File: config.mk
export PLATFORM = sky130hd
export DESIGN_NAME = fetch_pc_unit
export DESIGN_NICKNAME = d
export VERILOG_FILES = /design/src/rtl/fetch_pc_unit.sv
export SDC_FILE = /design/constraint.sdc
export NUM_CORES = 1
export LEC_CHECK = 0
export BUFFER_PORTS_ARGS = -buffer_cell sky130_fd_sc_hd__buf_2
export CELL_PAD_IN_SITES_DETAIL_PLACEMENT = 0
export CELL_PAD_IN_SITES_GLOBAL_PLACEMENT = 1
export CORE_ASPECT_RATIO = 1.2
export CORE_UTILIZATION = 34
export CTS_BUF_LIST = sky130_fd_sc_hd__clkbuf_2 sky130_fd_sc_hd__clkbuf_4 sky130_fd_sc_hd__clkbuf_8
export DETAILED_ROUTE_END_ITERATION = 8
export GPL_TIMING_DRIVEN = 0
export PLACE_DENSITY = 0.85
export SKIP_LAST_GASP = 1
export SYNTH_ARGS = -nofsm -noshare
export SYNTH_HDL_FRONTEND = slang
export SYNTH_SLANG_ARGS = --single-unit
File: constraint.sdc
create_clock -name clock_i -period 4.6 [get_ports clock_i]
set_clock_uncertainty 0.05 [all_clocks]
set_input_delay 1.38 -clock clock_i [delete_from_list [all_inputs] [get_ports clock_i]]
set_output_delay 1.38 -clock clock_i [all_outputs]
set_load 0.02 [all_outputs]
File: src/rtl/fetch_pc_unit.sv
// Fetch / PC stage: owns the PC, fetches words over req/ack, hands them to decode.
// Optional ack watchdog (fault_o) is built when FETCH_TIMEOUT_EN is defined.
module fetch_pc_unit #(
    parameter logic [15:0] RESET_PC       = 16'h0000,
    parameter logic [15:0] PC_STEP        = 16'd1,
    parameter int          INSTR_WIDTH    = 32,
    parameter int          TIMEOUT_CYCLES = 255
) (
    input  logic                   clock_i,
    input  logic                   reset_i,
    input  logic                   enable_i,
    input  logic                   shouldBranch_i,
    input  logic                   branchDirection_i,
    input  logic [15:0]            branchOffset_i,
    input  logic                   flush_i,
    input  logic                   imemAck_i,
    input  logic [INSTR_WIDTH-1:0] imemData_i,
    input  logic                   stall_i,
    output logic                   imemReq_o,
    output logic [15:0]            imemAddr_o,
    output logic [INSTR_WIDTH-1:0] instr_o,
    output logic [15:0]            instrPc_o,
    output logic                   instrValid_o,
`ifdef FETCH_TIMEOUT_EN
    output logic                   fault_o,
`endif
    output logic [15:0]            pc_o
);

    typedef enum logic [1:0] {
        IDLE  = 2'd0,
        REQ   = 2'd1,
        HOLD  = 2'd2,
        DRAIN = 2'd3
    } state_t;

    state_t state;

    logic [15:0] target;
    logic [15:0] pc_next;
    logic        kill;

    always_comb begin
        target  = branchDirection_i ? (pc_o + branchOffset_i)
                                    : (pc_o - branchOffset_i);
        pc_next = shouldBranch_i ? target : pc_o;
        kill    = shouldBranch_i | flush_i;
    end

    always_ff @(posedge clock_i) begin
        if (reset_i) begin
            state        <= IDLE;
            pc_o         <= RESET_PC;
            imemReq_o    <= 1'b0;
            imemAddr_o   <= RESET_PC;
            instr_o      <= '0;
            instrPc_o    <= '0;
            instrValid_o <= 1'b0;
        end else begin
            pc_o <= pc_next;
            if (kill) instrValid_o <= 1'b0;
            unique case (state)
                IDLE: begin
                    if (enable_i) begin
                        state      <= REQ;
                        imemReq_o  <= 1'b1;
                        imemAddr_o <= pc_next;
                    end
                end
                REQ: begin
                    if (imemAck_i && !kill) begin
                        instr_o      <= imemData_i;
                        instrPc_o    <= imemAddr_o;
                        instrValid_o <= 1'b1;
                        pc_o         <= pc_o + PC_STEP;
                        imemReq_o    <= 1'b0;
                        state        <= HOLD;
                    end else if (imemAck_i) begin
                        // wrong-path data: drop it and refetch at the new PC
                        if (enable_i) begin
                            state      <= REQ;
                            imemReq_o  <= 1'b1;
                            imemAddr_o <= pc_next;
                        end else begin
                            state     <= IDLE;
                            imemReq_o <= 1'b0;
                        end
                    end else if (kill) begin
                        state <= DRAIN;
                    end
                end
                DRAIN: begin
                    if (imemAck_i) begin
                        if (enable_i) begin
                            state      <= REQ;
                            imemReq_o  <= 1'b1;
                            imemAddr_o <= pc_next;
                        end else begin
                            state     <= IDLE;
                            imemReq_o <= 1'b0;
                        end
                    end
                end
                HOLD: begin
                    if (kill || !stall_i) begin
                        instrValid_o <= 1'b0;
                        if (enable_i) begin
                            state      <= REQ;
                            imemReq_o  <= 1'b1;
                            imemAddr_o <= pc_next;
                        end else begin
                            state <= IDLE;
                        end
                    end
                end
                default: state <= IDLE;
            endcase
        end
    end

`ifdef FETCH_TIMEOUT_EN
    localparam int TW = $clog2(TIMEOUT_CYCLES + 1);

    logic [TW-1:0] wait_cnt;

    // counts cycles an outstanding request has waited; fault is sticky
    always_ff @(posedge clock_i) begin
        if (reset_i) begin
            wait_cnt <= '0;
            fault_o  <= 1'b0;
        end else if ((state == REQ || state == DRAIN) && !imemAck_i) begin
            if (wait_cnt != TW'(TIMEOUT_CYCLES))
                wait_cnt <= wait_cnt + 1'b1;
            if (wait_cnt == TW'(TIMEOUT_CYCLES - 1))
                fault_o <= 1'b1;
        end else begin
            wait_cnt <= '0;
        end
    end
`endif

endmodule
---- Word level (Yosys, flattened, before mapping) ----
Cells that the tools add are included.
word-level totals
  output and inout bits ................... 82
  bits in read-only memories .............. 0
  bits in writable memories ............... 0
  latch bits .............................. 0
  memories ................................ 0
  logic and storage cells ................. 54
  bits in registers ....................... 84
cells by class
  eq/ne operators ......................... 8
  $lt $le $gt $ge ......................... 0
  reduce and logical (&&, ||, !) cells .... 8
  add/subtract/negate cells ............... 3
  divide/modulo/power cells ............... 0
  multiply operators ...................... 0
  bitwise operators ....................... 1
  shifts and indexed selects .............. 0
  multiplexer cells ....................... 27
operator list
  cell                                                 count
  2-to-1 mux 16 bit                                    8
  case mux 16 bit (4 select lines)                     1
  adder 16 x 1 -> 16 bit, second input constant        1
  adder 16 bit                                         1
  subtractor 16 bit                                    1
  2-to-1 mux 2 bit                                     6
  2-to-1 mux 1 bit                                     9
  != test 2 bit, second input constant                 4
  case mux 2 bit (4 select lines)                      1
  equality test 2 bit, second input constant           2
  != test 4 bit, second input constant                 1
  case mux 1 bit (4 select lines)                      1
  AND reduction 2 bit                                  2
  AND reduction 4 bit                                  1
  equality test 2 x 1 -> 1 bit, second input constant  1
  logical NOT 1 bit                                    2
  logical NOT 2 bit                                    1
  case mux 1 bit (2 select lines)                      1
  logical AND 1 bit                                    1
  logical OR 1 bit                                     1
  bitwise OR 1 bit                                     1

---- Logic depth before layout (Yosys ltp) ----
Gate-level depths: netlist (run 1).
  depth after elaboration ................. 7
  depth in mapped cells ................... 13
  mapped depth without buffers ............ 13

---- Least setup slack after synthesis (run 1) ----
Ideal clock, no wire load.
  path type ............................... input to register
  start point ............................. input branchOffset_i[5]
  end point ............................... register pc_o[15]
  cell stages on the path ................. 12
  slack ................................... 0.168 ns
  path buffers ............................ 0
  library setup time ...................... 0.123 ns
  arrival time ............................ 4.259 ns
  cells stage by stage .................... or4_4 > nor3b_1 > a21oi_1 > xor2_1 > ha_1 > a21oi_1 > o21ai_1 > a221o_1 > a21oi_1 > xnor2_1 > a32oi_1 > mux2_1
on the way
  word-level cells in the longest chain between the ends .. 5
  elaborated cells between the ends (all ways) .. 6
  those cells by class .................... add/sub: 2; mux: 4
RTL lines
  item                                               RTL line  source
  start, declared                                    14        input logic [15:0] branchOffset_i,
  subtractor 16 bit or adder 16 bit (tied branches)  45, 44
  2-to-1 mux 16 bit *                                44        target = branchDirection_i ? (pc_o + branchOffset_i)
  2-to-1 mux 16 bit *                                46        pc_next = shouldBranch_i ? target : pc_o;
  2-to-1 mux 16 bit                                  71        if (imemAck_i && !kill) begin
  2-to-1 mux 16 bit *                                62        unique case (state)
  end signal, assigned                               60        pc_o <= pc_next;
  end signal, assigned                               75        pc_o <= pc_o + PC_STEP;
  end, declared                                      27        output logic [15:0] pc_o
Mark *: on every way between the ends. The rest lies on a longest branch, timed or not.
A chain may end at the register's enable or synchronous reset.

---- Worst setup path in the final report (run 1) ----
Ends and elaborated chain as after synthesis.

==> metrics, run 1 <==
worst setup margin approximately 210 ps; Setup TNS 0 ps; Starting Density 0.351; EDFF count, synth 0; slowest stage delay, CP between 500 and 600 ps; Tmin final about 4400 ps; Final Slew Violations 0; Worst Hold Class flip-flop to flip-flop; LEAKAGE 2.44 nW; CORE AREA 12,700 um2; H-tree Lvls 3; RSZ-0062 raised after global routing false; crit path max fanout 4; die area around 14,000 um2; CTS Hold Bufs 0; 1st-iter DRT viols roughly 260; fillers roughly 1,300; peak supply drop 0.000147 V; commonest non-fill, non-tap cell in the layout buf_2; Mapped Cells 558; max_cap viols 0; All-Layer GR Usage 0.184; WL final approximately 13 mm; row count 45; Worst-Margin Slew around 830 ps; startpoint types input pin; crit path DAT roughly 4600 ps; Layout area overhead 25.4%; # DRC 0; fin cells between 800 and 900; crit path cell chain buf_2 -> or4_4 -> nor3b_2 -> a21oi_1 -> xnor2_1 -> ha_1 -> a21oi_1 -> o21ai_1 -> a221o_1 -> a21oi_1 -> xnor2_1 -> a32oi_1 -> mux2_1; async set-reset flop share out of synthesis 0; Worst EP required 4810 ps; Remaining Overflow, GRT 0; placed insts about 860; Final GP Congestion 0.841; first-pass GRT wire length about 20 mm; WL/cell 14.5 um; Final Setup Violations 0; layout cell share with drive strength beyond 1 0.234; Worst slew margin 0.443; Clk pin slew, worst setup/hold paths roughly 90 ps; vias in the first global route 4,131; setup bufs post-CTS 0; Die X between 100 and 150 um; status completed; critical path's most frequent cell a21oi_1; synthesized flop and latch total 84; initial antenna violation count 0; fin crit share 0.955; Crit Path Category input pin to flip-flop; Critical Path End Type flip-flop; slowest CP cell or4_4; CTS Buf Count 9; Ports ~140; CTS tree built; number of diodes 0; sink count of the clock tree 84; largest net degree at the start of global routing 16; pre-CTS WS -375 ps; Hold Fails Final Rpt 0; Pre-antenna DRT Iters 4; placed inst area roughly 5400 um2; Final Cell Area between 5000 and 6000 um2; clk_lat worst skew about 360 ps; total power 2.15 mW; Syn Nets roughly 640; Syn Std Cell Area approximately 4500 um2; most frequent cells in the layout buf_2, nand2_1, dfxtp_1; Main synth FF type dfxtp_1; clk root buf clkbuf_8; buffers added on ports 136; syn_area_per_cell 8.00 um2; drt via density 5.03; Die Ht 128 um; flop-to-flop setup slack 1850 ps; Synth cell types between 50 and 60; HPWL Detailed 9.91 mm; power density over the cells between 300 and 400 nW/um2; nets about 790; DR vias ~4,400; antenna viol nets, final 0; buffer depth of the longest clock path 2; fmax approximately 230 MHz; Seq/Total Area, Yosys 0.376; Yosys warnings 0
## metal layers
metal | vias up | global-route usage | wire length (um)
li1 | 2224 | - | -
met1 | 2025 | 0.229 | 5650
met2 | 121 | 0.315 | 6130
met3 | 23 | 0.0240 | 589
met4 | 0 | 0.0822 | 284
met5 | - | 0 | 0
## layout make-up
cell class / instances / area, um2 / area share
Multi-Input combinational cell: 430 / 2630 / 0.470
Sequential cell: 84 / 1680 / 0.300
Timing Repair Buffer: 136 / 681 / 0.122
Tap cell: 164 / 205 / 0.0366
Clock buffer: 10 / 138 / 0.0246
Buffer: 29 / 110 / 0.0197
Clock inverter: 6 / 95.1 / 0.0170
Inverter: 15 / 56.3 / 0.0101
## state kept, by name, indices dropped and copies added, names as in the netlist
register	cells
state	2
pc_o	16
imemReq_o	1
instrPc_o	16
imemAddr_o	16
instrValid_o	1
instr_o	32
## cells in the mapped netlist, types with 2 or more instances
library cell / n / area [um2]
xor2_1: 17 / 149
o22ai_1: 2 / 12.5
o21ai_1: 2 / 10.0
dfxtp_1: 84 / 1680
nand2b_1: 3 / 18.8
nor2b_1: 3 / 18.8
nor3b_1: 2 / 15.0
ha_1: 26 / 325
or3_1: 2 / 12.5
a2111oi_0: 2 / 17.5
and2_1: 2 / 12.5
nand2_1: 119 / 447
xnor2_1: 21 / 184
nor4_4: 2 / 42.5
o21a_1: 3 / 22.5
nor2_1: 46 / 173
or4_1: 2 / 15.0
o211ai_1: 3 / 22.5
mux2i_1: 12 / 120
a21o_1: 2 / 15.0
a21oi_1: 82 / 410
nand3_1: 10 / 50.1
a31oi_1: 5 / 31.3
mux2_2: 3 / 33.8
a211oi_1: 22 / 165
clkbuf_1: 28 / 105
inv_1: 15 / 56.3
nor3_1: 6 / 30.0
o21ai_0: 5 / 25.0
a311oi_1: 6 / 52.6
## final timing paths
kind,endpoint,cells after the start,start
hold reg to reg,instr_o[5]$_SDFFE_PP0P_,2,instr_o[5]$_SDFFE_PP0P_
setup / recovery,pc_o[15]$_SDFF_PP0_,13,branchOffset_i[5]
setup reg to reg,pc_o[14]$_SDFF_PP0_,9,pc_o[0]$_SDFF_PP0_
hold / removal,instr_o[5]$_SDFFE_PP0P_,2,instr_o[5]$_SDFFE_PP0P_
## cells by family after synthesis
family                     Yosys count  share of synthesized area
adders and majority gates           27                     0.0773
xor gates and xnor gates            38                     0.0745
DFF                                 84                      0.376
AOI/OAI and AO/OA                  143                      0.194
buffers and inverters               44                     0.0373
muxes                               16                     0.0370
and+or+nand+nor                    206                      0.204
## power by group
| part | total [mW] | internal (mW) | switching [mW] |
|---|---|---|---|
| clock | 0.606 | 0.325 | 0.281 |
| combinational | 0.673 | 0.270 | 0.403 |
| sequential | 0.870 | 0.788 | 0.0818 |
## metrics by stage
step	utilization	hold slack, ps
after floorplan	-	415
after global placement	0.421	389
after detailed placement	0.421	396
after CTS	0.439	408
after global routing	0.440	423
final	0.440	404
## timing repair
item,4_1_cts,5_1_grt
hold endpoints to repair,0,0
setup endpoints to repair,0,2
gates resized for setup,0,2
## critical path: cells and delay by family
family	cells	cell delay, ps
AO/OA/AOI/OAI	6	1150
XOR/XNOR	2	410
adder cells (fa/ha/maj)	1	320
buffers and inverters	1	110
multiplexers	1	350
AND/OR/NAND/NOR	2	890
(Power assumes the default switching activity.)
==> run 2: changes to the inputs <==
PLACE_DENSITY = 0.76   (was 0.85)
==> run 2 against run 1 <==
Worst setup slack worse by 99 ps. Critical path depth unchanged. Sequential cell count did not move. Critical endpoint unchanged. Power down 3.2%.
==> metrics, run 2 (synthesized netlist as in run 1, its figures left out) <==
status completed; Register Area 1680 um2 (unchanged); power density over the cells 373 nW/um2 (-2.8%); Critical Path End Type flip-flop; Largest register FFs 32 (unchanged); Worst Hold Class flip-flop to flip-flop; fin crit share 0.976 (+0.0216); # DRC 0 (unchanged); sink count of the clock tree 84 (unchanged); RSZ-0062 raised after global routing false; hold_ws 404 ps (+0.719 ps); initial antenna violation count 0 (unchanged); LEAKAGE 2.43 nW (-0.49%); Remaining Overflow, GRT 0 (unchanged); worst hold endpoint instrPc_o[6]$_SDFFE_PP0P_; CORE AREA 12,700 um2 (unchanged); startpoint types input pin; area of the multi-input gates 2640 um2 (+0.29%); most frequent cells in the layout buf_2, nand2_1, dfxtp_1; Final Slew Violations 0 (unchanged); max_cap viols 0 (unchanged); worst hold stages 2 (unchanged); Hold Path Origin instrPc_o[6]$_SDFFE_PP0P_; number of diodes 0 (unchanged); clk root buf clkbuf_8; CTS Hold Bufs 0 (unchanged); nets 788 (unchanged); buffers added on ports 136 (unchanged); setup bufs post-CTS 0 (unchanged); crit path cell chain buf_2 -> or4_4 -> nor3b_4 -> a21oi_1 -> xor2_1 -> ha_1 -> a21oi_1 -> o21ai_1 -> a221o_1 -> a21oi_1 -> xnor2_1 -> a32oi_1 -> mux2_1; Sw Ratio 0.364 (+0.00735); largest net degree at the start of global routing 15 (-1); All-Layer GR Usage 0.184 (about the same); row count 45 (unchanged); antenna viol nets, final 0 (unchanged); pre-CTS WS -467 ps (-91.7 ps); H-tree Lvls 3 (unchanged); Die X 107 um (unchanged); Worst slew margin 0.437 (-0.00643); fillers 1,310 (-0.91%); r2r worst-path depth 9 (unchanged); Combinational Power Share 0.327 (+0.014); Ports 138 (unchanged); layout cell share with drive strength beyond 1 0.234 (unchanged); R2R Path Start pc_o[0]$_SDFF_PP0_; vias in the first global route 3,973 (-3.8%); slowest CP cell or4_4; flop-to-flop setup slack 1810 ps (-40 ps); critical path's most frequent cell a21oi_1; Starting Density 0.351 (unchanged); crit path DAT 4680 ps (+80 ps); Crit Path Category input pin to flip-flop; Die Ht 128 um (unchanged); 1st-iter DRT viols 212 (-18%); HPWL Detailed 9.93 mm (+0.16%); fmax 223 MHz (-2.2%); clk_lat worst skew 360 ps (about the same); Hold Fails Final Rpt 0 (unchanged); Final Setup Violations 0 (unchanged); WL/cell 14.5 um (unchanged); Biggest register instr_o; P_int 1.32 mW (-4.3%); reg2reg end imemAddr_o[14]$_SDFFE_PP0P_; CTS Buf Count 9 (unchanged); DR vias 4,356 (-0.84%); switching power 0.756 mW (-1.2%); WL final 12.7 mm (unchanged); Flop pwr share 0.418 (+0.013); Worst EP required 4790 ps (-20 ps); slowest stage delay, CP 570 ps (about the same); first-pass GRT wire length 19.9 mm (-0.38%); Final Cell Area 5580 um2 (-0.42%); Clk pin slew, worst setup/hold paths 80 ps (about the same); commonest non-fill, non-tap cell in the layout buf_2; Worst-Margin Slew 840 ps (+9.60 ps); Final GP Congestion 0.777 (-7.7%); peak supply drop 0.000192 V (+31%); drt via density 4.98 (-0.84%); placed inst area 5360 um2 (unchanged); crit path max fanout 5 (+1); CTS tree built; Clk pwr share 0.255 (-0.027); Pre-antenna DRT Iters 4 (unchanged); die area 13,600 um2 (unchanged); Setup TNS 0 ps (unchanged); Layout area overhead 24.8%; Final Util 0.438 (-0.00187); Tmin final 4490 ps (+99.2 ps); worst setup margin 110 ps (-99.2 ps); buffer depth of the longest clock path 2 (unchanged)
-- run 2: changes by cell type in the layout (fill, tap and decap cells not counted), sizes merged --
| cell | before | now |
|---|---|---|
| clkinvlp | 0 | 2 |
| bufinv | 2 | 1 |
| inv | 16 | 15 |
-- run 2: routing by layer --
layer  up-vias  share of wire  global-route usage
met4         0          0.016              0.0564
met2       112           0.47               0.310
met5         -              0                   0
li1       2227              -                   -
met3        12          0.054              0.0311
met1      2005           0.46               0.238
-- run 2: repair_timing --
item | CTS | global route
pin swaps | 0 | 0
gates resized for setup | 1 | 2
endpoints found under the setup margin | 1 | 1
-- run 2: power groups by stage --
stage          clock (mW)  combinational (mW)  sequential [mW]
3_5_place_dp            0               0.673            0.887
5_1_grt             0.582               0.749            0.881
2_1_floorplan           0               0.405            0.935
6_report            0.530               0.679            0.870
4_1_cts             0.548               0.676            0.870
3_3_place_gp            0               0.661            0.885
-- run 2: stage by stage --
step                      std cells  total power, mW
after global placement          858             1.55
after detailed placement        858             1.56
final                           874             2.08
after global routing            874             2.21
after floorplan                 558             1.34
after CTS                       874             2.09
-- run 2: how the worst max path moves through the flow --
stage,slack (ps),endpoint,depth (start not counted),startpoint
floorplan,170,pc_o[15]$_SDFF_PP0_,12,branchOffset_i[5]
global placement,-410,pc_o[15]$_SDFF_PP0_,13,branchOffset_i[5]
detailed placement,-470,pc_o[15]$_SDFF_PP0_,13,branchOffset_i[5]
CTS,100,pc_o[15]$_SDFF_PP0_,13,branchOffset_i[5]
global route,30,pc_o[15]$_SDFF_PP0_,13,branchOffset_i[5]
finish,110,pc_o[15]$_SDFF_PP0_,13,branchOffset_i[5]
-- run 2: final cells by class --
cell class | count | area share
Sequential cell | 84 | 0.302
Buffer | 29 | 0.0197
Timing Repair Buffer | 136 | 0.122
Clock inverter | 6 | 0.0114
Tap cell | 164 | 0.0368
Clock buffer | 10 | 0.0247
Multi-Input combinational cell | 430 | 0.474
Inverter | 15 | 0.0101
-- run 2: worst max-delay path: cells and delay by family --
| kind | cells | cell delay [ps] |
|---|---|---|
| XOR/XNOR | 2 | 320 |
| AND/OR/NAND/NOR | 2 | 860 |
| multiplexers | 1 | 360 |
| adder cells (fa/ha/maj) | 1 | 350 |
| AO/OA/AOI/OAI | 6 | 1300 |
| buffers and inverters | 1 | 110 |
==> run 3: changes to the inputs <==
BUFFER_PORTS_ARGS = -buffer_cell sky130_fd_sc_hd__buf_4   (was -buffer_cell sky130_fd_sc_hd__buf_2)
==> run 3 against run 2 <==
Clock power decreased by 15%. Via count rose by 0.85%. Critical path type unchanged. Worst setup slack better by 29 ps. Clock-buffer cell count shrank 1. Design area up 5.2%. Combinational power increased by 5.9%. Highest routed layer unchanged. Sequential share of layout area decreased by 1.5 points. Largest cell class unchanged. Power down 1.9%. Largest power group unchanged. Maximum frequency grew 0.66%. Register-to-register slack worse by 50 ps. Non-clock buffer count did not move. Global-route usage up 0.49 points.
==> metrics, run 3 (synthesized netlist as in run 1, its figures left out) <==
status completed; # DRC 0 (unchanged); R2R Path Start pc_o[4]$_SDFF_PP0_; number of diodes 0 (unchanged); crit path max fanout 4 (-1); buffers added on ports 136 (unchanged); Tmin final 4460 ps (-29.2 ps); Setup TNS 0 ps (unchanged); Clk pin slew, worst setup/hold paths 80 ps (about the same); Worst Hold Class flip-flop to flip-flop; critical path launch point branchOffset_i[5]; DR vias 4,393 (+0.85%); Die Ht 128 um (unchanged); crit path DAT 4660 ps (-20 ps); WL/cell 14.6 um (+1.0%); WL final 12.8 mm (+0.90%); Crit Path Category input pin to flip-flop; Critical Path End pc_o[15]$_SDFF_PP0_; LEAKAGE 2.46 nW (+1.2%); fin cells 873 (-0.11%); Final Setup Violations 0 (unchanged); slowest stage delay, CP 560 ps (about the same); Remaining Overflow, GRT 0 (unchanged); All-Layer GR Usage 0.189 (+0.00493); Register Area 1680 um2 (unchanged); Ports 138 (unchanged); CP bufs+invs 1 (unchanged); fillers 1,324 (+1.1%); clk_lat worst skew 360 ps (about the same); Hold Fails Final Rpt 0 (unchanged); CTS tree built; CORE AREA 12,700 um2 (unchanged); clk root buf clkbuf_8; first-pass GRT wire length 20.4 mm (+2.6%); commonest non-fill, non-tap cell in the layout buf_4; initial antenna violation count 0 (unchanged); Critical Path End Type flip-flop; Worst-Margin Slew 827 ps (-13.1 ps); Starting Density 0.351 (unchanged); Top delay family on crit path compound AO/OA/AOI/OAI gates; flop-to-flop setup slack 1760 ps (-50 ps); WP depth 13 (unchanged); Worst slew margin 0.446 (+0.00877); most frequent cells in the layout buf_4, nand2_1, dfxtp_1; Largest register FFs 32 (unchanged); max_cap viols 0 (unchanged); critical path's most frequent cell a21oi_1; drt via density 5.03 (+0.96%); startpoint types input pin; hold_ws 406 ps (+1.69 ps); Layout area overhead 31.3%; setup bufs post-CTS 0 (unchanged); Final Slew Violations 0 (unchanged); total power 2.04 mW (-1.9%); HPWL Detailed 10.1 mm (+1.8%); buffer depth of the longest clock path 2 (unchanged); Die X 107 um (unchanged); r2r worst-path depth 8 (-1); slowest CP cell or4_4; nets 788 (unchanged); Final GP Congestion 0.795 (+2.4%); fmax 224 MHz (+0.66%); sink count of the clock tree 84 (unchanged); reg2reg end pc_o[15]$_SDFF_PP0_; crit path cell chain buf_4 -> or4_4 -> nor3b_2 -> a21oi_1 -> xnor2_1 -> ha_1 -> a21oi_1 -> o21ai_1 -> a221o_1 -> a21oi_1 -> xnor2_1 -> a32oi_1 -> mux2_1; 1st-iter DRT viols 199 (-6.1%); largest net degree at the start of global routing 14 (-1); area of the multi-input gates 2630 um2 (-0.28%); fin crit share 0.970 (-0.00636); H-tree Lvls 3 (unchanged); CTS Buf Count 9 (unchanged); Biggest register instr_o; peak supply drop 0.000132 V (-31%); Final Util 0.461 (+0.0226); row count 45 (unchanged); antenna viol nets, final 0 (unchanged); Worst EP required 4800 ps (about the same); placed insts 858 (unchanged); Pre-antenna DRT Iters 4 (unchanged); vias in the first global route 4,130 (+4.0%); RSZ-0062 raised after global routing false; power density over the cells 348 nW/um2 (-6.7%); die area 13,600 um2 (unchanged); layout cell share with drive strength beyond 1 0.233 (-0.00108)
## run 3: layout make-up
cell class              instances  share of cell area
inverters                      15             0.00960
well taps                     164              0.0350
multi-input cells             430               0.449
clock inverters                 6             0.00555
flip-flops and latches         84               0.287
plain buffers                  29              0.0188
repair buffers                136               0.174
clock buffers                   9              0.0211
## run 3: worst min-delay path by stage
stage                          startpoint                          to  slack [ps]  cells after the start
6_report       instrPc_o[10]$_SDFFE_PP0P_  instrPc_o[10]$_SDFFE_PP0P_         410                      2
5_1_grt          instr_o[29]$_SDFFE_PP0P_    instr_o[29]$_SDFFE_PP0P_         430                      2
4_1_cts        instrPc_o[10]$_SDFFE_PP0P_  instrPc_o[10]$_SDFFE_PP0P_         410                      2
3_5_place_dp   instrPc_o[10]$_SDFFE_PP0P_  instrPc_o[10]$_SDFFE_PP0P_         400                      2
3_3_place_gp      instr_o[5]$_SDFFE_PP0P_     instr_o[5]$_SDFFE_PP0P_         390                      2
2_1_floorplan       state[1]$_SDFFE_PP0P_       state[1]$_SDFFE_PP0P_         410                      2
## run 3: layer usage
layer	part of all wire	vias up	track usage
met2	0.47	114	0.318
met5	0	-	0
met3	0.047	15	0.0270
li1	-	2230	-
met4	0.017	0	0.0709
met1	0.46	2034	0.242
## run 3: worst reg2reg max path, delay by kind of cell, from the launching register on
kind | cells | cell delay, ps
compound gates | 5 | 1150
fa+ha+maj | 1 | 410
xor+xnor | 1 | 400
flops | 1 | 390
mux | 1 | 340
## run 3: timing repair
action	in CTS	in global routing
hold buffers	0	0
resized for setup	1	1
gates cloned	0	0
endpoints found under the setup margin	1	1
## run 3: through the flow
step,worst slack [ps],cell area [um2]
floorplan,168,4470
global placement,-457,5690
detailed placement,-485,5700
global route,35.3,5860
finish,139,5860
CTS,90.0,5860
## run 3: power by group
group	internal, mW	leakage (nW)	switching [mW]
Combinational	0.315	1.69	0.404
Clock	0.188	0.0844	0.260
Sequential	0.788	0.685	0.0844
